--- config.mk ---
export PLATFORM = sky130hd
export DESIGN_NAME = gate_tester
export DESIGN_NICKNAME = d
export VERILOG_FILES = /design/src/rtl/gate_tester_pkg.sv /design/src/rtl/gate_tester.sv
export SDC_FILE = /design/constraint.sdc
export NUM_CORES = 1
export LEC_CHECK = 0
export ABC_AREA = 1
export CAP_MARGIN = 40
export CORE_ASPECT_RATIO = 0.8
export CORE_MARGIN = 2
export CORE_UTILIZATION = 53
export DETAILED_ROUTE_END_ITERATION = 16
export PLACE_DENSITY_LB_ADDON = 0.05
export SYNTH_ARGS = -nofsm -noshare
export SYNTH_HDL_FRONTEND = slang
export SYNTH_SLANG_ARGS = --single-unit
--- constraint.sdc ---
create_clock -name clk -period 1.75 [get_ports clk]
set_input_delay 0.4375 -clock clk [delete_from_list [all_inputs] [get_ports clk]]
set_output_delay 0.4375 -clock clk [all_outputs]
set_load 0.02 [all_outputs]
--- src/rtl/gate_tester_pkg.sv ---
// Shared types and constants for the exhaustive two-input gate tester.
// Truth tables are indexed by the stimulus vector {a,b}.
package gate_tester_pkg;

   typedef enum logic [1:0] {
      IDLE = 2'd0,
      HOLD = 2'd1,
      DONE = 2'd2
   } state_e;

   localparam logic [3:0] TT_NAND = 4'b0111;
   localparam logic [3:0] TT_AND  = 4'b1000;
   localparam logic [3:0] TT_OR   = 4'b1110;
   localparam logic [3:0] TT_XOR  = 4'b0110;

   localparam logic [2:0] ERR_MAX = 3'd4;

   // Saturating increment keeps the mismatch count inside 0..4.
   function automatic logic [2:0] sat_inc_err(input logic [2:0] v);
      logic [2:0] r;
      if (v >= ERR_MAX) begin
         r = ERR_MAX;
      end else begin
         r = v + 3'd1;
      end
      return r;
   endfunction

endpackage

--- src/rtl/gate_tester.sv ---
// Drives all four {a,b} vectors into a two-input gate, holds each for
// SETTLE_CYCLES+1 cycles, and compares the sampled Y against TRUTH.
module gate_tester
   import gate_tester_pkg::*;
#(
   parameter logic [3:0]  TRUTH         = TT_NAND,
   parameter int unsigned SETTLE_CYCLES = 1
) (
   input  logic       clk,
   input  logic       rst_n,
   input  logic       start,
   input  logic       y_i,
   output logic       a_o,
   output logic       b_o,
   output logic       busy,
   output logic       done,
   output logic       pass,
   output logic [2:0] err_cnt,
   output logic [3:0] fail_mask
);

   localparam logic [3:0] SETTLE_LD = 4'(SETTLE_CYCLES);

   state_e     state_q, state_d;
   logic [1:0] idx_q,   idx_d;
   logic [3:0] cnt_q,   cnt_d;
   logic [1:0] ab_q,    ab_d;
   logic       busy_q,  busy_d;
   logic       done_q,  done_d;
   logic       pass_q,  pass_d;
   logic [2:0] err_q,   err_d;
   logic [3:0] mask_q,  mask_d;
   logic       mismatch_s;

   // State and result registers; reset discards any partial run.
   always_ff @(posedge clk or negedge rst_n) begin
      if (!rst_n) begin
         state_q <= IDLE;
         idx_q   <= 2'd0;
         cnt_q   <= 4'd0;
         ab_q    <= 2'd0;
         busy_q  <= 1'b0;
         done_q  <= 1'b0;
         pass_q  <= 1'b0;
         err_q   <= 3'd0;
         mask_q  <= 4'd0;
      end else begin
         state_q <= state_d;
         idx_q   <= idx_d;
         cnt_q   <= cnt_d;
         ab_q    <= ab_d;
         busy_q  <= busy_d;
         done_q  <= done_d;
         pass_q  <= pass_d;
         err_q   <= err_d;
         mask_q  <= mask_d;
      end
   end

   // Next-state, stimulus sequencing and result accumulation.
   always_comb begin
      state_d    = state_q;
      idx_d      = idx_q;
      cnt_d      = cnt_q;
      ab_d       = ab_q;
      pass_d     = pass_q;
      err_d      = err_q;
      mask_d     = mask_q;
      mismatch_s = (y_i != TRUTH[idx_q]);

      case (state_q)
         IDLE: begin
            ab_d = 2'd0;
            if (start) begin
               state_d = HOLD;
               idx_d   = 2'd0;
               cnt_d   = SETTLE_LD;
               err_d   = 3'd0;
               mask_d  = 4'd0;
               pass_d  = 1'b0;
            end else begin
               state_d = IDLE;
            end
         end
         HOLD: begin
            if (cnt_q != 4'd0) begin
               cnt_d = cnt_q - 4'd1;
            end else begin
               if (mismatch_s) begin
                  mask_d[idx_q] = 1'b1;
                  err_d         = sat_inc_err(err_q);
               end else begin
                  err_d = err_q;
               end
               // Last vector sampled: publish the verdict as DONE is entered.
               if (idx_q != 2'd3) begin
                  idx_d = idx_q + 2'd1;
                  ab_d  = idx_q + 2'd1;
                  cnt_d = SETTLE_LD;
               end else begin
                  state_d = DONE;
                  ab_d    = 2'd0;
                  pass_d  = (err_d == 3'd0);
               end
            end
         end
         DONE: begin
            state_d = IDLE;
            idx_d   = 2'd0;
            cnt_d   = 4'd0;
         end
         default: begin
            state_d = IDLE;
            idx_d   = 2'd0;
            cnt_d   = 4'd0;
            ab_d    = 2'd0;
         end
      endcase

      busy_d = (state_d != IDLE);
      done_d = (state_d == DONE);
   end

   assign a_o       = ab_q[1];
   assign b_o       = ab_q[0];
   assign busy      = busy_q;
   assign done      = done_q;
   assign pass      = pass_q;
   assign err_cnt   = err_q;
   assign fail_mask = mask_q;

endmodule

After elaboration in Yosys (flattened, before gate mapping)
Cells that the tools add are included.
{ "totals": {"register_bits": 20, "in_bits": 4, "output_inout_bits": 12, "wordCells": 74} }
{ "classes": {"add_sub_neg": 3, "order_cmp": 3, "n_eq_ne": 11, "muxes": 34, "bitwise": 2, "n_reduce_logical": 12} }
{ "op_table": {"columns": ["cell", "count"], "rows": [
  ["4-bit 2-to-1 mux", 6],
  ["3-bit 2-to-1 mux", 6],
  ["4-bit case mux with 2 select lines", 2],
  ["2-bit 2-to-1 mux", 7],
  ["2-bit != test (second input constant)", 6],
  ["2-bit case mux with 2 select lines", 3],
  ["4-bit AND reduction", 2],
  ["1-bit 2-to-1 mux", 6],
  ["3-bit case mux with 2 select lines", 1],
  ["3-bit AND reduction", 2],
  ["2-bit == test (second input constant)", 2],
  ["4-bit OR", 1],
  ["2-bit AND reduction", 2],
  ["2-bit nonzero test", 2],
  ["4-bit nonzero test", 1],
  ["4-bit by 1-bit subtractor with 4-bit output (second input constant)", 1],
  ["3-bit by 1-bit adder with 3-bit output (second input constant)", 1],
  ["3-bit >= comparator (second input constant)", 1],
  ["3-bit zero test", 1],
  ["2-bit by 3-bit less-than comparator with 1-bit output (second input constant)", 1],
  ["3-bit != test (second input constant)", 1],
  ["2-bit by 1-bit adder with 2-bit output (second input constant)", 1],
  ["1-bit binary-select mux with 2-bit select", 1],
  ["1-bit demux with 2-bit select", 1],
  ["7 further kinds", 7]
]} }

Longest topological paths before layout
Gate-level depths: netlist of run 1.
{ "depth": {"ltp_word": 10, "depth_mapped": 9, "mapped_depth_nobuf": 9} }

Worst setup path before layout of run 1
No wires, ideal clock.
{ "synth_timing": {"kind": "register to register", "start": "register cnt_q[0]", "end": "register pass_q, in the netlist pass", "setup_time_ps": 120, "t_arrival_ps": 1230, "required_time_ps": 1630, "slack_ps": 400, "path_stages_with_launch": 8, "n_path_buf": 0, "period_less_slack_ps": 1350, "cell_sequence": "dfrtp_1 -> inv_1 -> ha_1 -> nand3_4 -> nand2_4 -> nand2_1 -> o21ai_0 -> nand2_1"} }
{ "synth_between": {"elab_chain_cells": 3} }
{ "synth_rtl": {"columns": ["element", "line", "source"], "rows": [
  ["start, declared", "gate_tester.sv:26", "logic [3:0] cnt_q, cnt_d;"],
  ["start signal, assigned", "gate_tester.sv:50", "cnt_q <= cnt_d;"],
  ["4-bit nonzero test", "gate_tester.sv:86", "if (cnt_q != 4'd0) begin"],
  ["2-bit != test (no line)", null, null],
  ["4-bit AND reduction (no line)", null, null],
  ["end signal, assigned", "gate_tester.sv:54", "pass_q <= pass_d;"],
  ["end, declared", "gate_tester.sv:30", "logic pass_q, pass_d;"]
]} }
Every way passes these cells.
A chain may end at the register's enable or synchronous reset.

Worst setup path after layout of run 1
{ "layout_timing": {"start": "register busy_q, in the netlist busy", "end": "output port busy"} }
{ "layout_rtl": {"columns": ["element", "line", "source"], "rows": [
  ["start, declared", "gate_tester.sv:28", "logic busy_q, busy_d;"],
  ["start signal, assigned", "gate_tester.sv:52", "busy_q <= busy_d;"],
  ["end, declared", "gate_tester.sv:15", "output logic busy,"]
]} }
No word-level cell between the ends.

==> impl_results.md, run 1 <==
- RSZ-0062 raised after global routing: no
- Initial antenna violation count: 0
- FF+latch count, synth: 20
- Final WL: 2390 µm
- Clk buf depth: 2
- Core footprint: 2140 µm²
- First-pass GRT wire length: 3953 µm
- Tmin final: 1.689 ns
- PwrDens: 1652 nW/µm²
- Synth Area in XOR/XNOR: less than 1%
- EDFF count, synth: 0
- Drt pass-1 iters: 4
- Synth-to-layout area growth: 20.51%
- Final cell count without fillers: between 150 and 200
- Critical Path AT: 1.25 ns
- Setup crit start: busy$_DFF_PN0_
- Critical Path Max Stage Delay: ~0.59 ns
- Complex-gate fraction of the synthesized area: 5.814%
- Number of port buffers: 15
- Crit. End Element: output pin
- CP Max Fanout: 1
- Critical R2R Capture: pass$_DFFE_PN0P_
- Post-synth top cells: 56 x nand2_1, 20 x dfrtp_1, 17 x nor2_1, 14 x inv_1, 10 x nand3_1
- Worst path required time: 1.31 ns
- Metal2 WL: roughly 1100 µm
- Root Driver: clkbuf_4
- Critical path's slowest cell: clkdlybuf4s50_1
- Top cell type's share of synthesized area: 42.28%
- Std-Cell Rows: 15
- I/O pin count: 16
- Initial DRC count: 34
- R2R setup slack: about 0.19 ns
- Startpoint Class: flop
- Post-route ant nets: 0
- Final hold vios: 0
- Via count: 1004
- CP Buf/Inv Count: 1
- WS Path Type: reg -> out
- CTS tree: built
- DR WL/cell: 12.01 µm
- Netlist Area Pre-Place: between 1000 and 1500 µm²
- Simple-gate share of the synthesized area: 38.05%
- Slew HR: 80.21%
- Dpl cells: between 150 and 200
- Worst Setup EP: busy
- Setup Viol. Count Final: 0
- Area leader, netlist: dfrtp_1
- Static leakage: 0.8001 nW
- Final Instance Area: 1426 µm²
- Dpl hpwl: between 1500 and 2000 µm
- Worst r2r src: cnt_q[0]$_DFFE_PN0P_
- Status: finished clean
- Area share of fa/ha/maj cells after synthesis: 7.400%
- Total Routing Usage GR: roughly 20%
- Levels on crit path: 1
- Post-Syn Nets: 163
- Seq/Total Area, Yosys: between 40% and 50%
- Num CTS Buffers: 3
- Initial Util: 55.32%
- Worst Reg-to-Reg Cells: 7
- Drt via density: ~5
- NumNets Final: ~190
- GRT overflow: 0
- CTS hold repair buffers: 0
- H-tree depth: 1
- Worst-Margin Slew: 0.2969 ns
- Full die area: 2630 µm²
- Largest net degree at the start of global routing: 21
- Fin Setup TNS: 0 ns
- Worst-Skew Late Latency: 0.31 ns
- Final slew viol count: 0
- Critical-path cell list: clkdlybuf4s50_1
- # diodes: 0
- Top post-synthesis cells by area: dfrtp_1 42%, nand2_1 18%, ha_1 7.4%
- Share of layout cells above drive strength 1: 12.64%
- Highest routed layer: met4
- Met3 wire len: 126 µm
- Most numerous cell in the Yosys netlist: nand2_1
- Met1 wire length: about 1200 µm
- Syn Inst Count: 152
- Mean Syn Cell Area: 7.787 µm²
- Total Power: 0.002357 W
- GPL Wtd Cong: 0.7902
- Netlist cell types: 21
- Vias in the first global route: 893
- Worst VDD drop: 1.015 mV
- Final period util: 96.53%
- Sink Count: 20
- Largest family of logic cells by synthesized area: simple AND/OR/NAND/NOR gates
- Max frequency: 592.0 MHz
- Yosys warns: 0
- Placed cell areas: 1388 µm²
- Clock Pin Slew Worst Setup and Hold Paths: 0.12 ns
- CP top delay family: buffers and inverters
- Hold Path Class: in -> async
- Chip height: 46.27 µm
- Max-Cap Viols: 0
- Mux cell area share after synthesis: 0%
- Clk_skew: roughly 0.011 ns
- FFs w/ async S/R, synth: 100.0%
- Die width: 56.84 µm
- Top FF cell, synth: dfrtp_1
- DR DRC count: 0
area by class of cell:
type | instances | area, µm²
Clock buffer | 4 | 36.28
Fill cell | 180 | 713.2
Inverter | 18 | 67.56
Multi-Input combinational cell | 114 | 615.6
Sequential cell | 20 | 500.5
Tap cell | 25 | 31.28
Timing Repair Buffer | 18 | 175.2
placed cells by master (no fill, tap or decap):
master and count:
nand2_1 56, dfrtp_1 20, nor2_1 17, inv_1 14, nand3_1 10, ha_1 7, dlygate4sd2_1 6, o21ai_0 5
clkdlybuf4s50_1 5, nand4_1 4, dlymetal6s2s_1 4, inv_2 3, clkbuf_4 3, buf_4 3, nand2_4 2, nor2_4 2
nor2_2 2, o21ai_2 2, clkinv_1 1, nand3_4 1, nor2_8 1, a21oi_4 1, a21oi_1 1, nand2_2 1
xor2_1 1, o21ai_1 1, clkbuf_8 1
what timing repair did:
| action | 4_1_cts | 5_1_grt |
|---|---|---|
| gates resized for setup | 6 | 4 |
| endpoints found under the setup margin | 6 | 4 |
| cloned | 0 | 0 |
| setup buffers | 0 | 0 |
| endpoints found under the hold margin | 0 | 0 |
worst min-delay path by stage:
| stage | start | to | slack (ns) | cells past startpoint |
|---|---|---|---|---|
| 6_report | rst_n | cnt_q[0]$_DFFE_PN0P_ | 0.45 | 2 |
| 5_1_grt | rst_n | cnt_q[0]$_DFFE_PN0P_ | 0.45 | 2 |
| 4_1_cts | rst_n | cnt_q[0]$_DFFE_PN0P_ | 0.45 | 2 |
| 3_5_place_dp | ab_q[0]$_DFFE_PN0P_ | ab_q[0]$_DFFE_PN0P_ | 0.46 | 2 |
| 3_3_place_gp | ab_q[0]$_DFFE_PN0P_ | ab_q[0]$_DFFE_PN0P_ | 0.46 | 2 |
| 2_1_floorplan | rst_n | ab_q[0]$_DFFE_PN0P_ | 0.14 | 0 |
through the flow:
step | hold WS, ns | utilization (%) | worst slack, ns
after CTS | 0.4540 | 66.20 | 0.003183
after global routing | 0.4547 | 66.67 | 0.01642
after floorplan | 0.1419 | - | 0.3996
final | 0.4463 | 66.67 | 0.06074
after global placement | 0.4600 | 64.85 | 0.1532
after detailed placement | 0.4638 | 64.85 | 0.1097
cells by family (layout without fill, tap and decap cells):
| logic type | after synthesis | count (layout) |
|---|---|---|
| AND/OR/NAND/NOR | 96 | 96 |
| flip-flops | 20 | 20 |
| AO/OA/AOI/OAI | 10 | 10 |
| buffers and inverters | 18 | 40 |
| adder cells (fa/ha/maj) | 7 | 7 |
| XOR/XNOR | 1 | 1 |
sequential cells by signal (all words and copies together), names as in the netlist:
signal / flops
err_cnt: 3
busy: 1
fail_mask: 4
pass: 1
ab_q: 2
state_q: 2
cnt_q: 4
done: 1
idx_q: 2
metal layers:
| metal | GRT usage [%] | vias to the layer above |
|---|---|---|
| met1 | 27.32 | 456 |
| li1 | - | 520 |
| met4 | 4.186 | 0 |
| met2 | 31.40 | 26 |
| met3 | 6.180 | 2 |
| met5 | 0 | - |
report_power, final:
part | switching (W) | internal, W | leakage (nW)
clock network | 0.000149 | 0.000127 | 0.0210
registers | 0.000155 | 0.000642 | 0.248
logic | 0.000785 | 0.000498 | 0.532
total | 0.00109 | 0.00127 | 0.800
(Power assumes the default switching activity.)
==> run 2, diff against run 1 <==
- CORE_ASPECT_RATIO: 0.8 -> 0.7
==> run 2 against run 1 <==
Core utilization down 0.45 points. Largest cell class unchanged. Highest routed layer unchanged. Final cell count up 3.0%. Largest power group unchanged. Final area down 0.79%. Critical path depth unchanged. Critical endpoint is now b_o. Worst setup slack better by 0.0042 ns.
==> impl_results.md, run 2 (same netlist as run 1, synthesis figures left out) <==
- Clk_skew: 0.008091 ns
- Setup Viol. Count Final: 0
- Total Power: 0.002282 W
- WS Path Type: reg -> out
- Number of port buffers: 15
- Final Instance Area: 1415 µm²
- CP top delay family: buffers and inverters
- Fin Setup TNS: 0 ns
- Total Routing Usage GR: 20.51%
- Clock power frac: 9.4%
- Critical Path Max Stage Delay: 0.60 ns
- Placed cell areas: 1396 µm²
- DR DRC count: 0
- Worst VDD drop: about 0.77 mV
- Largest net degree at the start of global routing: 21
- Die width: 60.49 µm
- Most frequent cells in the layout: 56 x nand2_1, 20 x dfrtp_1, 17 x nor2_1
- Chip height: 43.54 µm
- Share of layout cells above drive strength 1: around 12%
- Static leakage: 0.7706 nW
- GRT overflow: 0
- Sink Count: 20
- Max-Cap Viols: 0
- GPL Wtd Cong: 0.8764
- Status: finished clean
- CP Buf/Inv Count: 1
- Final WL: 2245 µm
- CP Max Fanout: 2
- Worst path required time: 1.31 ns
- Combinational power share: 55.8%
- Via count: 992
- Worst-Skew Late Latency: approximately 0.3 ns
- # diodes: 0
- Synth-to-layout area growth: 19.56%
- CTS tree: built
- Clk buf depth: 2
- Std-Cell Rows: 14
- Post-route ant nets: 0
- Worst-Margin Slew: slightly below 0.3 ns
- RSZ-0062 raised after global routing: no
- Final slew viol count: 0
- Critical Path AT: about 1.3 ns
- Vias in the first global route: about 900
- Final period util: 96.29%
- Critical-path cell list: clkdlybuf4s50_1
- Commonest non-fill, non-tap cell in the layout: nand2_1
- Dpl hpwl: 1753 µm
- Clock Pin Slew Worst Setup and Hold Paths: between 0.1 and 0.15 ns
- Num CTS Buffers: 3
- H-tree depth: 1
- Switching share of power: 46.69%
- Final hold vios: 0
- Post-CTS Setup Repair Bufs: 0
- Core footprint: around 2100 µm²
- NumNets Final: 186
- Initial DRC count: 58
- Startpoint Class: flop
- Crit. End Element: output pin
- Final hold slack: 0.4595 ns
- Full die area: 2634 µm²
- PwrDens: about 1600 nW/µm²
- Tmin final: 1.685 ns
- Initial antenna violation count: 0
- DR WL/cell: 10.95 µm
- First-pass GRT wire length: ~4000 µm
- Slew HR: 80.28%
- NetSw: 0.001065 W
- Dpl cells: 202
- Root Driver: clkbuf_4
- Drt via density: 4.839
- Sequential power share: a little over a third
- Pint: 0.001216 W
- Final cell count without fillers: 205
- I/O pin count: 16
- Critical path's slowest cell: clkdlybuf4s50_1
- Max frequency: 593.5 MHz
- Initial Util: 55.39%
- Drt pass-1 iters: 5
- Hold Path Class: in -> async
==> run 2: power by group through the flow <==
stage / registers (W) / logic [W] / clock network, W
finish: 0.000796 / 0.00127 / 0.000214
CTS: 0.000798 / 0.00129 / 0.000226
global route: 0.000828 / 0.00147 / 0.000236
detailed placement: 0.000811 / 0.00133 / 0
global placement: 0.000803 / 0.00131 / 0
floorplan: 0.000901 / 0.000824 / 0
==> run 2: worst paths after layout <==
kind,startpoint,endpoint,slack (ns),cells past startpoint
worst max-delay path,ab_q[0]$_DFFE_PN0P_,b_o,0.06,1
worst min-delay path,rst_n,err_cnt[1]$_DFFE_PN0P_,0.46,2
worst max register to register,cnt_q[0]$_DFFE_PN0P_,pass$_DFFE_PN0P_,0.24,7
worst min register to register,ab_q[0]$_DFFE_PN0P_,ab_q[0]$_DFFE_PN0P_,0.49,2
max in group asynchronous,rst_n,idx_q[0]$_DFFE_PN0P_,1.08,2
min in group clk,ab_q[0]$_DFFE_PN0P_,ab_q[0]$_DFFE_PN0P_,0.49,2
==> run 2: timing repair <==
action / 4_1_cts / 5_1_grt
resized for setup: 7 / 2
endpoints found under the hold margin: 0 / 0
hold buffers: 0 / 0
setup endpoints to repair: 7 / 2
==> run 2: metal layers <==
metal	vias to the layer above	wire, µm	GRT usage [%]	share of wire [%]
li1	522	-	-	-
met3	4	144	5.373	6.4
met5	-	0	0	0
met4	0	8	5.217	0.36
met1	432	1139	30.29	51
met2	34	952	30.22	42
==> run 2: metrics by stage <==
step | setup slack, ns | util, %
4_1_cts | 0.01862 | 65.98
3_3_place_gp | 0.1550 | 65.34
6_report | 0.06495 | 66.22
3_5_place_dp | 0.07540 | 65.34
2_1_floorplan | 0.3996 | -
5_1_grt | 0.005281 | 66.22
==> run 2: area by class of cell <==
class                           count  area (µm²)
Clock buffer                        3       22.52
Timing Repair Buffer               18       168.9
Fill cell                         213       721.9
Inverter                           18       67.56
Tap cell                           32       40.04
Sequential cell                    20       500.5
Multi-Input combinational cell    114       615.6
==> run 3, diff against run 2 <==
- CORE_MARGIN: 2 -> 3
==> run 3 against run 2 <==
Critical path depth rose by 7. Combinational power barely moved. Clock power rose by 74%.
==> impl_results.md, run 3 (same netlist as run 1, synthesis figures left out) <==
- Number of port buffers: 15
- Met3 wire len: 160 µm
- Switching share of power: between 40% and 50%
- Drt pass-1 iters: 4
- Clock power frac: 15.2%
- Final period util: between 80% and 90%
- Final WL: 2353 µm
- Vias in the first global route: 937
- Most frequent cells in the layout: 56 x nand2_1, 20 x dfrtp_1, 17 x nor2_1
- Share of layout cells above drive strength 1: 12.21%
- Full die area: between 2000 and 3000 µm²
- Highest routed layer: met4
- DR DRC count: 0
- WS Path Type: reg -> reg
- Tmin final: about 1.6 ns
- # diodes: 0
- NumNets Final: 184
- Worst Reg-to-Reg Cells: 8
- CTS tree: built
- Via count: 1022
- Hold Path Class: in -> async
- RSZ-0062 raised after global routing: no
- Drt via density: 5.059
- Std-Cell Rows: 13
- Most common cell on crit path: nand2_1
- Final hold vios: 0
- Total Power: between 0.002 and 0.0025 W
- Clk_skew: 0.004769 ns
- Setup Viol. Count Final: 0
- Core footprint: 1984 µm²
- Clk buf depth: 2
- Post-route ant nets: 0
- Sink Count: 20
- H-tree depth: 1
- Num CTS Buffers: 3
- Critical Path AT: 1.81 ns
- Static leakage: between 0.8 and 0.9 nW
- Worst VDD drop: between 0.7 and 0.8 mV
- Final slew viol count: 0
- Largest net degree at the start of global routing: 21
- Critical Path Max Stage Delay: around 0.4 ns
- Critical-path cell list: inv_1 > ha_1 > nand2_1 > nor2_1 > nand3_1 > nor2_1 > nand2_1 > nand2_1
- Register area: approximately 500 µm²
- Total Routing Usage GR: between 10% and 20%
- Met1 wire length: 1160 µm
- Initial DRC count: 49
- DR WL/cell: 11.65 µm
- Worst-Skew Late Latency: 0.30 ns
- Commonest non-fill, non-tap cell in the layout: nand2_1
- Startpoint Class: flop
- Initial antenna violation count: 0
- Critical path's slowest cell: dfrtp_1
- Status: finished clean
- Metal2 WL: 1006 µm
- PwrDens: 1697 nW/µm²
- Fill count: 166
- Sequential power share: 32.6%
- Die width: ~62 µm
- Synth-to-layout area growth: 22.41%
- CTS hold repair buffers: 0
- Crit. End Element: flop
- Max-Cap Viols: 0
- Combinational power share: a little over half
- I/O pin count: 16
- NetSw: between 0.001 and 0.0015 W
- Slew HR: around four fifths
- Max frequency: about 640 MHz
- GRT overflow: 0
- First-pass GRT wire length: 4160 µm
- Fin Setup TNS: 0 ns
- Clock Pin Slew Worst Setup and Hold Paths: 0.11 ns
- Pint: 0.001368 W
- Dpl hpwl: 1784 µm
- Worst-Margin Slew: 0.3026 ns
- Multi-input gate area: between 600 and 700 µm²
- Worst path required time: 1.99 ns
- GPL Wtd Cong: approximately 0.81
- Chip height: 45.54 µm
- Initial Util: 59.65%
- CP Max Fanout: 3
- Root Driver: clkbuf_4
[run 3: changes by cell type in the layout (fill, tap and decap cells not counted), sizes merged]
cell,previous run,this run
dlymetal6s2s,2,8
clkdlybuf4s50,6,3
dlygate4sd2,7,4
buf,3,1
bufinv,0,1
[run 3: critical path, delay by kind of cell, from the launching register on]
family	cells	cell delay [ns]
buffers and inverters	1	0.10
AND/OR/NAND/NOR	6	0.74
flip-flops	1	0.41
adder cells (fa/ha/maj)	1	0.26
[run 3: final timing paths]
kind | from | end | slack (ns)
worst max register to register | cnt_q[0]$_DFFE_PN0P_ | pass$_DFFE_PN0P_ | 0.19
min in group clk | ab_q[1]$_DFFE_PN0P_ | ab_q[1]$_DFFE_PN0P_ | 0.49
max in group asynchronous | rst_n | pass$_DFFE_PN0P_ | 1.09
worst max-delay path | cnt_q[0]$_DFFE_PN0P_ | pass$_DFFE_PN0P_ | 0.19
worst min-delay path | rst_n | cnt_q[3]$_DFFE_PN0P_ | 0.46
worst min register to register | ab_q[1]$_DFFE_PN0P_ | ab_q[1]$_DFFE_PN0P_ | 0.49
[run 3: per-layer routing]
layer,up-vias,track usage (%)
met5,-,0
met4,0,3.947
met3,4,5.185
met2,35,32.42
met1,462,25.43
li1,521,-
[run 3: final cells by class]
cell class	count	area share, %
timing repair buffer	16	11.92
inverter	18	4.663
clock inverter	1	2.073
sequential	20	34.54
tap	30	2.591
multi-input combinational	114	42.66
clock buffer	3	1.554
[run 3: timing repair]
item / in CTS / in global routing
setup endpoints to repair: 4 / 10
endpoints found under the hold margin: 0 / 0
setup buffers: 0 / 0
resized for setup: 4 / 9
[run 3: per-stage QoR]
| stage | std cells | area (µm²) | setup slack [ns] | utilization, % | hold WS (ns) |
|---|---|---|---|---|---|
| 6_report | 202 | 1449 | 0.1895 | 73.01 | 0.4566 |
| 5_1_grt | 202 | 1449 | 0.04171 | 73.01 | 0.4481 |
| 4_1_cts | 202 | 1426 | 0.001846 | 71.88 | 0.4624 |
| 3_5_place_dp | 198 | 1379 | 0.08115 | 69.48 | 0.4634 |
| 3_3_place_gp | 198 | 1379 | 0.1183 | 69.48 | 0.4582 |
| 2_1_floorplan | 152 | 1184 | 0.3996 | - | 0.1419 |
[run 3: power by group through the flow]
stage | Sequential (W) | Clock [W] | Combinational, W
2_1_floorplan | 0.000901 | 0 | 0.000824
3_3_place_gp | 0.000805 | 0 | 0.00129
3_5_place_dp | 0.000810 | 0 | 0.00133
4_1_cts | 0.000802 | 0.000381 | 0.00131
5_1_grt | 0.000830 | 0.000409 | 0.00147
6_report | 0.000801 | 0.000373 | 0.00128
